$ cat config.mk
export PLATFORM = sky130hd
export DESIGN_NAME = msx_audio_mixer_flat
export DESIGN_NICKNAME = d
export VERILOG_FILES = /design/src/rtl/msx_audio_pkg.sv /design/src/rtl/msx_audio_mixer_if.sv /design/src/rtl/msx_audio_sat.sv /design/src/rtl/msx_audio_mixer.sv /design/src/flat_wrapper.sv
export SDC_FILE = /design/constraint.sdc
export NUM_CORES = 1
export LEC_CHECK = 0
export ABC_AREA = 1
export CORE_MARGIN = 2
export CORE_UTILIZATION = 45
export CTS_BUF_LIST = sky130_fd_sc_hd__clkbuf_8 sky130_fd_sc_hd__clkbuf_16
export CTS_CLUSTER_DIAMETER = 150
export DETAILED_ROUTE_END_ITERATION = 10
export PLACE_DENSITY = 0.66
export SKIP_LAST_GASP = 1
export SYNTH_ARGS = -nofsm -noshare
export SYNTH_HDL_FRONTEND = slang
export SYNTH_SLANG_ARGS = --single-unit
$ cat constraint.sdc
create_clock -name clk_i -period 6.6 [get_ports clk_i]
set_clock_uncertainty 0.1 [all_clocks]
set_input_delay 0.99 -clock clk_i [delete_from_list [all_inputs] [get_ports clk_i]]
set_output_delay 0.99 -clock clk_i [all_outputs]
set_load 0.05 [all_outputs]
$ cat src/rtl/msx_audio_pkg.sv
// Shared types and helpers for the MSX audio mixing path.
package msx_audio_pkg;

  typedef enum logic [1:0] {
    ST_IDLE = 2'd0,
    ST_ACC  = 2'd1,
    ST_SAT  = 2'd2
  } mix_state_e;

  // Q1.4 gain: 16 is unity.
  localparam int GAIN_UNITY = 16;
  localparam int GAIN_FRAC  = 4;

  function automatic int clog2(input int v);
    int r;
    r = 0;
    while ((1 << r) < v) r++;
    return r;
  endfunction

endpackage

$ cat src/rtl/msx_audio_mixer_if.sv
// Sample/control bundle between the sound generators and the audio mixer.
interface msx_audio_mixer_if #(
  parameter int NCH = 4,
  parameter int IW  = 16,
  parameter int GW  = 5,
  parameter int OW  = 16
);
  logic                ce_i;
  logic [NCH*IW-1:0]   ch_i;
  logic [NCH-1:0]      ch_unsigned_i;
  logic [NCH*GW-1:0]   gain_i;
  logic [NCH-1:0]      mute_i;
  logic                clear_i;
  logic [OW-1:0]       audio_o;
  logic                valid_o;
  logic                busy_o;
  logic                clip_o;
  logic                overrun_o;

  modport master (
    output ce_i, ch_i, ch_unsigned_i, gain_i, mute_i, clear_i,
    input  audio_o, valid_o, busy_o, clip_o, overrun_o
  );

  modport slave (
    input  ce_i, ch_i, ch_unsigned_i, gain_i, mute_i, clear_i,
    output audio_o, valid_o, busy_o, clip_o, overrun_o
  );
endinterface

$ cat src/rtl/msx_audio_sat.sv
// Combinational clamp of a wide signed value into OW bits, flagging when it clips.
module msx_audio_sat #(
  parameter int AW = 24,
  parameter int OW = 16
) (
  input  logic signed [AW-1:0] acc_i,
  output logic        [OW-1:0] sat_o,
  output logic                 clip_o
);

  localparam logic signed [AW-1:0] MAXV = {{(AW-OW+1){1'b0}}, {(OW-1){1'b1}}};
  localparam logic signed [AW-1:0] MINV = {{(AW-OW+1){1'b1}}, {(OW-1){1'b0}}};

  always_comb begin
    sat_o  = acc_i[OW-1:0];
    clip_o = 1'b0;
    if (acc_i > MAXV) begin
      sat_o  = MAXV[OW-1:0];
      clip_o = 1'b1;
    end else if (acc_i < MINV) begin
      sat_o  = MINV[OW-1:0];
      clip_o = 1'b1;
    end
  end

endmodule

$ cat src/rtl/msx_audio_mixer.sv
// Time-multiplexed N-channel mixer: one gain MAC per cycle, then clamp to OW.
module msx_audio_mixer
  import msx_audio_pkg::*;
#(
  parameter int NCH = 4,
  parameter int IW  = 16,
  parameter int GW  = 5,
  parameter int OW  = 16
) (
  input  logic             clk_i,
  input  logic             reset_n_i,
  msx_audio_mixer_if.slave bus
);

  localparam int AW   = IW + GW + clog2(NCH) + 1;
  localparam int PW   = IW + GW + 1;
  localparam int IDXW = (clog2(NCH) > 0) ? clog2(NCH) : 1;
  localparam logic [IDXW-1:0] LAST = IDXW'(NCH - 1);

  mix_state_e              state_q, state_d;
  logic [IDXW-1:0]         idx_q, idx_d;
  logic signed [AW-1:0]    acc_q, acc_d;
  logic [NCH*IW-1:0]       ch_q, ch_d;
  logic [NCH-1:0]          uns_q, uns_d;
  logic [NCH*GW-1:0]       gain_q, gain_d;
  logic [NCH-1:0]          mute_q, mute_d;
  logic [OW-1:0]           audio_q, audio_d;
  logic                    valid_q, valid_d;
  logic                    clip_q, clip_d;
  logic                    ovr_q, ovr_d;
  logic                    clip_set, ovr_set;

  logic [IW-1:0]           samp;
  logic [GW-1:0]           gain;
  logic signed [PW-1:0]    prod;
  logic signed [AW-1:0]    term;
  logic [OW-1:0]           sat_y;
  logic                    sat_clip;

  // Single shared multiplier working on the snapshot of the selected channel.
  always_comb begin
    samp = ch_q[int'(idx_q)*IW +: IW];
    gain = gain_q[int'(idx_q)*GW +: GW];
    if (uns_q[idx_q]) samp[IW-1] = ~samp[IW-1];
    prod = PW'($signed(samp)) * PW'($signed({1'b0, gain}));
    term = AW'(prod) >>> GAIN_FRAC;
    if (mute_q[idx_q]) term = '0;
  end

  msx_audio_sat #(.AW(AW), .OW(OW)) u_sat (
    .acc_i  (acc_q),
    .sat_o  (sat_y),
    .clip_o (sat_clip)
  );

  always_comb begin
    state_d  = state_q;
    idx_d    = idx_q;
    acc_d    = acc_q;
    ch_d     = ch_q;
    uns_d    = uns_q;
    gain_d   = gain_q;
    mute_d   = mute_q;
    audio_d  = audio_q;
    valid_d  = 1'b0;
    clip_set = 1'b0;
    ovr_set  = 1'b0;
    unique case (state_q)
      ST_IDLE: begin
        // A strobe landing on the result cycle is still treated as busy.
        if (bus.ce_i && valid_q) begin
          ovr_set = 1'b1;
        end else if (bus.ce_i) begin
          ch_d    = bus.ch_i;
          uns_d   = bus.ch_unsigned_i;
          gain_d  = bus.gain_i;
          mute_d  = bus.mute_i;
          acc_d   = '0;
          idx_d   = '0;
          state_d = ST_ACC;
        end
      end
      ST_ACC: begin
        ovr_set = bus.ce_i;
        acc_d   = acc_q + term;
        idx_d   = idx_q + IDXW'(1);
        if (idx_q == LAST) state_d = ST_SAT;
      end
      ST_SAT: begin
        ovr_set  = bus.ce_i;
        audio_d  = sat_y;
        valid_d  = 1'b1;
        clip_set = sat_clip;
        state_d  = ST_IDLE;
      end
      default: state_d = ST_IDLE;
    endcase
    clip_d = clip_set | (clip_q & ~bus.clear_i);
    ovr_d  = ovr_set  | (ovr_q  & ~bus.clear_i);
  end

  always_ff @(posedge clk_i or negedge reset_n_i) begin
    if (!reset_n_i) begin
      state_q <= ST_IDLE;
      idx_q   <= '0;
      acc_q   <= '0;
      ch_q    <= '0;
      uns_q   <= '0;
      gain_q  <= '0;
      mute_q  <= '0;
      audio_q <= '0;
      valid_q <= 1'b0;
      clip_q  <= 1'b0;
      ovr_q   <= 1'b0;
    end else begin
      state_q <= state_d;
      idx_q   <= idx_d;
      acc_q   <= acc_d;
      ch_q    <= ch_d;
      uns_q   <= uns_d;
      gain_q  <= gain_d;
      mute_q  <= mute_d;
      audio_q <= audio_d;
      valid_q <= valid_d;
      clip_q  <= clip_d;
      ovr_q   <= ovr_d;
    end
  end

  assign bus.audio_o   = audio_q;
  assign bus.valid_o   = valid_q;
  assign bus.busy_o    = (state_q != ST_IDLE);
  assign bus.clip_o    = clip_q;
  assign bus.overrun_o = ovr_q;

endmodule

$ cat src/flat_wrapper.sv
// flat-port wrapper written by rule: the top's interface ports become plain ports
module msx_audio_mixer_flat import msx_audio_pkg::*;
#(
  parameter int NCH = 4,
  parameter int IW  = 16,
  parameter int GW  = 5,
  parameter int OW  = 16
)
  (clk_i, reset_n_i, bus_ce_i, bus_ch_i, bus_ch_unsigned_i, bus_gain_i, bus_mute_i, bus_clear_i, bus_audio_o, bus_valid_o, bus_busy_o, bus_clip_o, bus_overrun_o);
  msx_audio_mixer_if #(.NCH(NCH), .IW(IW), .GW(GW), .OW(OW)) bus_i ();
  input  logic clk_i;
  input  logic reset_n_i;
  input wire logic [$bits(bus_i.ce_i)-1:0] bus_ce_i;
  input wire logic [$bits(bus_i.ch_i)-1:0] bus_ch_i;
  input wire logic [$bits(bus_i.ch_unsigned_i)-1:0] bus_ch_unsigned_i;
  input wire logic [$bits(bus_i.gain_i)-1:0] bus_gain_i;
  input wire logic [$bits(bus_i.mute_i)-1:0] bus_mute_i;
  input wire logic [$bits(bus_i.clear_i)-1:0] bus_clear_i;
  output wire logic [$bits(bus_i.audio_o)-1:0] bus_audio_o;
  output wire logic [$bits(bus_i.valid_o)-1:0] bus_valid_o;
  output wire logic [$bits(bus_i.busy_o)-1:0] bus_busy_o;
  output wire logic [$bits(bus_i.clip_o)-1:0] bus_clip_o;
  output wire logic [$bits(bus_i.overrun_o)-1:0] bus_overrun_o;
  assign bus_i.ce_i = bus_ce_i;
  assign bus_i.ch_i = bus_ch_i;
  assign bus_i.ch_unsigned_i = bus_ch_unsigned_i;
  assign bus_i.gain_i = bus_gain_i;
  assign bus_i.mute_i = bus_mute_i;
  assign bus_i.clear_i = bus_clear_i;
  assign bus_audio_o = bus_i.audio_o;
  assign bus_valid_o = bus_i.valid_o;
  assign bus_busy_o = bus_i.busy_o;
  assign bus_clip_o = bus_i.clip_o;
  assign bus_overrun_o = bus_i.overrun_o;
  msx_audio_mixer #(.NCH(NCH), .IW(IW), .GW(GW), .OW(OW)) u_core (.clk_i(clk_i), .reset_n_i(reset_n_i), .bus(bus_i));
endmodule
### After elaboration in Yosys (flattened, before gate mapping)

Cells that the tools add are included.

* bits of input ports: 96
* logic and storage cells: 65
* bits in registers: 139
* output and inout port bits: 20

* shifts and indexed selects: 2
* eq/ne operators: 6
* $add $sub $neg: 2
* $lt $le $gt $ge: 3
* bitwise gates (word level): 7
* multipliers: 2
* reduce and logical (&&, ||, !) cells: 8
* muxes and demuxes: 24

Operators with widths (count)
* $mux 24: 3
* $shiftx 64x7->16: 1
* $pmux 24 s2: 1
* $mux 16: 2
* $shiftx 20x32->5: 1
* $add 24x24->24: 1
* $gt 24x16->1 const B: 1
* $lt 24x16->1 const B: 1
* $mul 16x6->22: 1
* $mux 2: 5
* $reduce_and 3->1: 3
* $mux 1: 8
* $pmux 2 s2: 2
* $mul 2x3->5 const B: 1
* $bmux 1 s2: 2
* $eq 2x2->1 const B: 2
* $ne 2x2->1 const B: 2
* $reduce_bool 2->1: 2
* $lt 2x3->1 const B: 1
* $not 1->1: 3
* $add 2x1->2 const B: 1
* $and 1x1->1: 2
* $eq 2x1->1 const B: 1
* $logic_not 2->1: 1
* other kinds (5): 6

### Logic depth before layout (Yosys ltp)

* depth in word-level cells: 7
* gate-level depth with buffers: 38
* depth with buffers taken out: 36

### Cells and area by module

Synthesis repeated with hierarchy kept, for this count alone.

* cell total of the unflattened synthesis: 1167
* area total of the unflattened synthesis: 10017.1 um^2

Modules (own cells, without submodules)
* msx_audio_mixer: cells an instance 1118, times used 1, area each 9793.1 um^2, seq. area each 3478.3 um^2
* msx_audio_sat: cells an instance 49, times used 1, area each 224.0 um^2, seq. area each 0.0 um^2

### Least setup slack after synthesis

OpenSTA, ideal clock, no wires.

* kind: flip-flop to flip-flop
* from: register u_core.idx_q[0]
* to: register u_core.acc_q[14]
* library setup time: 83 ps
* buffers on the path: 4
* data required time: 6417 ps
* arrival: 5909 ps
* path slack: 508 ps
* period minus slack after synthesis: 6092 ps
* cell stages (with the launch flop): 35
* cell sequence: dfrtp_1 inv_2 buf_6 buf_6 clkbuf_1 buf_1 nand2_1 a32o_1 nor2_1 fa_1 fa_1 inv_1 fa_1 inv_1 ha_1 a21oi_1 o31a_1 xor2_1 nor2_1 ha_1 a21oi_1 nand2_1 nand2_1 nand2_1 a21oi_1 nor2_1 o21ai_0 nand2_1 a21boi_0 inv_1 nand2_1 o211ai_1 nand2_1 nand2_1 o21ai_0

* word-level cells in the longest chain between the ends: 7
* elaborated cells on any way between the ends: 13
* classes of those cells: add/sub: 1; mul: 2; shift: 2; mux: 7; bitwise: 1

Ends and longest elaborated chain
* from (decl): line msx_audio_mixer.sv:21 `logic [IDXW-1:0] idx_q, idx_d;`
* from (signal assigned): line msx_audio_mixer.sv:117 `idx_q <= idx_d;`
* branches (longest 4 deep; another with $mul 16x6->22)
* $mux 24 *: line msx_audio_mixer.sv:47 `if (mute_q[idx_q]) term = '0;`
* $add 24x24->24 *: line msx_audio_mixer.sv:85 `acc_d = acc_q + term;`
* $pmux 24 s2 *: line msx_audio_mixer.sv:68 `unique case (state_q)`
* to (signal assigned): line msx_audio_mixer.sv:106 `acc_q <= '0;`
* to (signal assigned): line msx_audio_mixer.sv:118 `acc_q <= acc_d;`
* to (decl): line msx_audio_mixer.sv:22 `logic signed [AW-1:0] acc_q, acc_d;`

Mark *: on every way between the ends. The select of a mux whose other input is x is not followed.
A chain may end at the register's enable or synchronous reset.

### Final worst setup path

* from: register u_core.idx_q[0]
* to: register u_core.acc_q[23]

Same word-level chain as after synthesis.

==> impl_metrics.env <==
export IMPL_syn_area_per_cell_um2=8.56
export IMPL_maxCapViolCount=0
export IMPL_yosysSeqAreaShare_pct=35.2
export IMPL_worst_pin_slew_ns=1.11
export IMPL_path_class="flop to flop"
export IMPL_critPathCapture="u_core.acc_q[23]$_DFFE_PN0P_"
export IMPL_slew_headroom_pct=26.2
export IMPL_numCtsBuffers=17
export IMPL_drive_above_1_share_pct=12.2
export IMPL_rrSetupSlack_ns=0.44
export IMPL_core_mm2=0.0217
export IMPL_synthAdderAreaFrac_pct=17.9
export IMPL_yosys_cell_types_count=46
export IMPL_final_period_utilization_pct=93.4
export IMPL_hold_viol=0
export IMPL_required_ns=6.81
export IMPL_slew_violations=0
export IMPL_end_kind="flop"
export IMPL_cpMostUsedCell="nand2_1"
export IMPL_start_util_pct=45.6
export IMPL_setup_violations=0
export IMPL_cp_arrival_ns=6.37
export IMPL_fp_row_count=54
export IMPL_antenna_found_initial=0
export IMPL_diodes=0
export IMPL_hold_path_class="flop to flop"
export IMPL_yosys_mux_area_fraction_pct=9.12
export IMPL_routedWlPerCell_um=14.5
export IMPL_ff2ff_path_depth=33
export IMPL_cp_max_fo=30
export IMPL_timing_rr_end="u_core.acc_q[23]$_DFFE_PN0P_"
export IMPL_status="complete, no violations"
export IMPL_die_h_um=152
export IMPL_start_kind="flop"
export IMPL_synth_top_family_by_area="adder cells"
export IMPL_synth_xor_area_share_pct=0.886
export IMPL_path_clk_slew_ns=0.06
export IMPL_clock_sinks=139
export IMPL_clockRootBuffer="clkbuf_16"
export IMPL_drc=0
export IMPL_dp_hpwl_um=16900
export IMPL_hold_buffers=0
export IMPL_cts_tree="built"
export IMPL_ant_nets=0
export IMPL_netlist_area_mm2=0.00988
export IMPL_area_delta_synth_final_pct=21.4
export IMPL_htreeDepth=4
export IMPL_portBuffers=115
export IMPL_vias_per_cell=5.10
export IMPL_routed_wl_um=22500
export IMPL_grt_pass1_vias=7875
export IMPL_finalCriticalPeriod_ns=6.16
export IMPL_overflow=0
export IMPL_num_vias=7927
export IMPL_cp_startpoint="u_core.idx_q[0]$_DFFE_PN0P_"
export IMPL_nets=1470
export IMPL_rr_startpoint="u_core.idx_q[0]$_DFFE_PN0P_"
export IMPL_yosys_register_bits=139
export IMPL_grt_max_degree=79
export IMPL_synth_compound_area_share_pct=12.5
export IMPL_die_area_mm2=0.0232
export IMPL_ios=116
export IMPL_ys_warn_count=0
export IMPL_clk_path_buf_depth=2
export IMPL_clkLatencyLatePin_ns=0.42
export IMPL_fp_dieW_um=152
export IMPL_syn_inst=1154
export IMPL_grt_pass1_wl_um=38500
export IMPL_drt_pass1_iterations=4
export IMPL_post_route_util_pct=55.3
export IMPL_slowest_delay_ns=0.52
export IMPL_crit_slowest_cell="fa_1"
export IMPL_drtIter0Drc=409
export IMPL_yosys_area_share_simple_pct=16.1
export IMPL_track_usage_pct=20.0
export IMPL_max_freq_ghz=0.162
export IMPL_syn_nets=1362
export IMPL_gp_congestion=0.848
==> cells in the mapped netlist (all sizes together) <==
master | n | area (µm²)
a21boi | 2 | 15.0
a21o | 3 | 22.5
a21oi | 93 | 469
a22o | 2 | 17.5
a31o | 1 | 8.76
a31oi | 2 | 12.5
a32o | 10 | 100
a32oi | 4 | 35.0
and2 | 1 | 6.26
and3 | 1 | 6.26
buf | 9 | 58.8
clkbuf | 28 | 105
clkinv | 1 | 3.75
dfrtp | 139 | 3480
fa | 49 | 981
ha | 63 | 788
inv | 175 | 657
mux2 | 80 | 901
nand2 | 198 | 761
nand3 | 34 | 203
nand4 | 6 | 37.5
nor2 | 139 | 522
nor3 | 3 | 15.0
nor3b | 1 | 7.51
nor4 | 3 | 25.0
o2111ai | 1 | 8.76
o211ai | 5 | 37.5
o21ai | 61 | 309
o21bai | 2 | 15.0
o22ai | 20 | 125
o31a | 1 | 8.76
o31ai | 5 | 37.5
o32ai | 1 | 8.76
or4 | 1 | 7.51
xnor2 | 6 | 52.6
xor2 | 4 | 35.0
==> worst max-delay path, delay by kind of cell, from the launching register on <==
kind | cells | cell delay, ns
xor gates and xnor gates | 1 | 0.16
buffers and inverters | 5 | 0.57
and+or+nand+nor | 18 | 1.79
adders and majority gates | 5 | 2.23
AOI/OAI and AO/OA | 4 | 0.73
DFF | 1 | 0.45
==> metal layers <==
| metal | track usage [%] | share of wire (%) | vias up |
|---|---|---|---|
| met5 | 0 | 0 | - |
| met4 | 5.16 | 1.2 | 0 |
| met3 | 2.93 | 3.9 | 19 |
| met2 | 32.3 | 46 | 186 |
| met1 | 28.4 | 49 | 3721 |
| li1 | - | - | 4001 |
==> worst min path at each step <==
stage | from | endpoint | slack, ns | cells after the start
after global placement | u_core.ch_q[17]$_DFFE_PN0P_ | u_core.ch_q[17]$_DFFE_PN0P_ | 0.39 | 1
after detailed placement | u_core.gain_q[16]$_DFFE_PN0P_ | u_core.gain_q[16]$_DFFE_PN0P_ | 0.39 | 1
after CTS | u_core.gain_q[16]$_DFFE_PN0P_ | u_core.gain_q[16]$_DFFE_PN0P_ | 0.40 | 1
final | u_core.gain_q[16]$_DFFE_PN0P_ | u_core.gain_q[16]$_DFFE_PN0P_ | 0.40 | 1
after global routing | u_core.gain_q[16]$_DFFE_PN0P_ | u_core.gain_q[16]$_DFFE_PN0P_ | 0.42 | 1
after floorplan | u_core.gain_q[13]$_DFFE_PN0P_ | u_core.gain_q[13]$_DFFE_PN0P_ | 0.37 | 1
==> sequential cells by signal, summed over array words and instances (netlist names) <==
register	cells
u_core.ch_q	64
u_core.acc_q	24
u_core.gain_q	20
u_core.bus.audio_o	16
u_core.mute_q	4
u_core.uns_q	4
u_core.idx_q	2
u_core.state_q	2
u_core.bus.clip_o	1
u_core.bus.overrun_o	1
u_core.bus.valid_o	1
==> cells by family (layout without fill, tap and decap cells) <==
family,Yosys count,after routing
flip-flops,139,139
XOR/XNOR,10,10
AND/OR/NAND/NOR,387,387
adder cells (fa/ha/maj),112,112
multiplexers,80,80
AO/OA/AOI/OAI,213,213
buffers and inverters,213,334
==> area by class of cell <==
cell class / instances / area [µm²]
clock inverter: 12 / 150
fill: 1971 / 9690
tap: 280 / 350
clock buffer: 20 / 467
multi-input combinational: 802 / 5620
sequential: 139 / 3480
inverter: 176 / 666
timing repair buffer: 126 / 1270
==> per-stage QoR <==
step / hold WS (ns) / TNS, ns / std cells / cell area [µm²] / setup slack (ns)
after floorplan: 0.374 / 0 / 1154 / 9880 / 0.508
after global placement: 0.385 / 0 / 1521 / 11300 / 0.325
after detailed placement: 0.389 / 0 / 1521 / 11300 / 0.285
after CTS: 0.404 / 0 / 1553 / 11900 / 0.243
after global routing: 0.420 / -0.00286 / 1555 / 12000 / -0.00268
final: 0.402 / 0 / 1555 / 12000 / 0.439
==> placed cells by master, fill, tap and decap left out, types with 3 or more instances in the layout <==
cell type	instances
clkdlybuf4s50_1	114
buf_4	8
a32o_1	9
inv_2	5
a21oi_1	88
inv_1	169
nand2_2	8
nand4_1	6
ha_1	62
a21o_1	3
clkbuf_8	3
nand2_1	190
o22ai_1	20
xnor2_1	6
xor2_1	4
dfrtp_1	138
nand3_1	28
nand3_2	4
a21oi_2	5
mux2_2	80
inv_6	5
clkbuf_16	17
fa_1	49
nor2_1	139
a32oi_1	4
o211ai_1	5
o21ai_0	58
o31ai_1	5
==> timing repair <==
| item | 4_1_cts | 5_1_grt |
|---|---|---|
| endpoints found under the setup margin | 0 | 13 |
| buffers inserted | 0 | 2 |
| resized for setup | 0 | 21 |
Power is left out: the tool's default activity adds up to more than one toggle a clock period on the data nets, which glitch-free logic cannot reach.
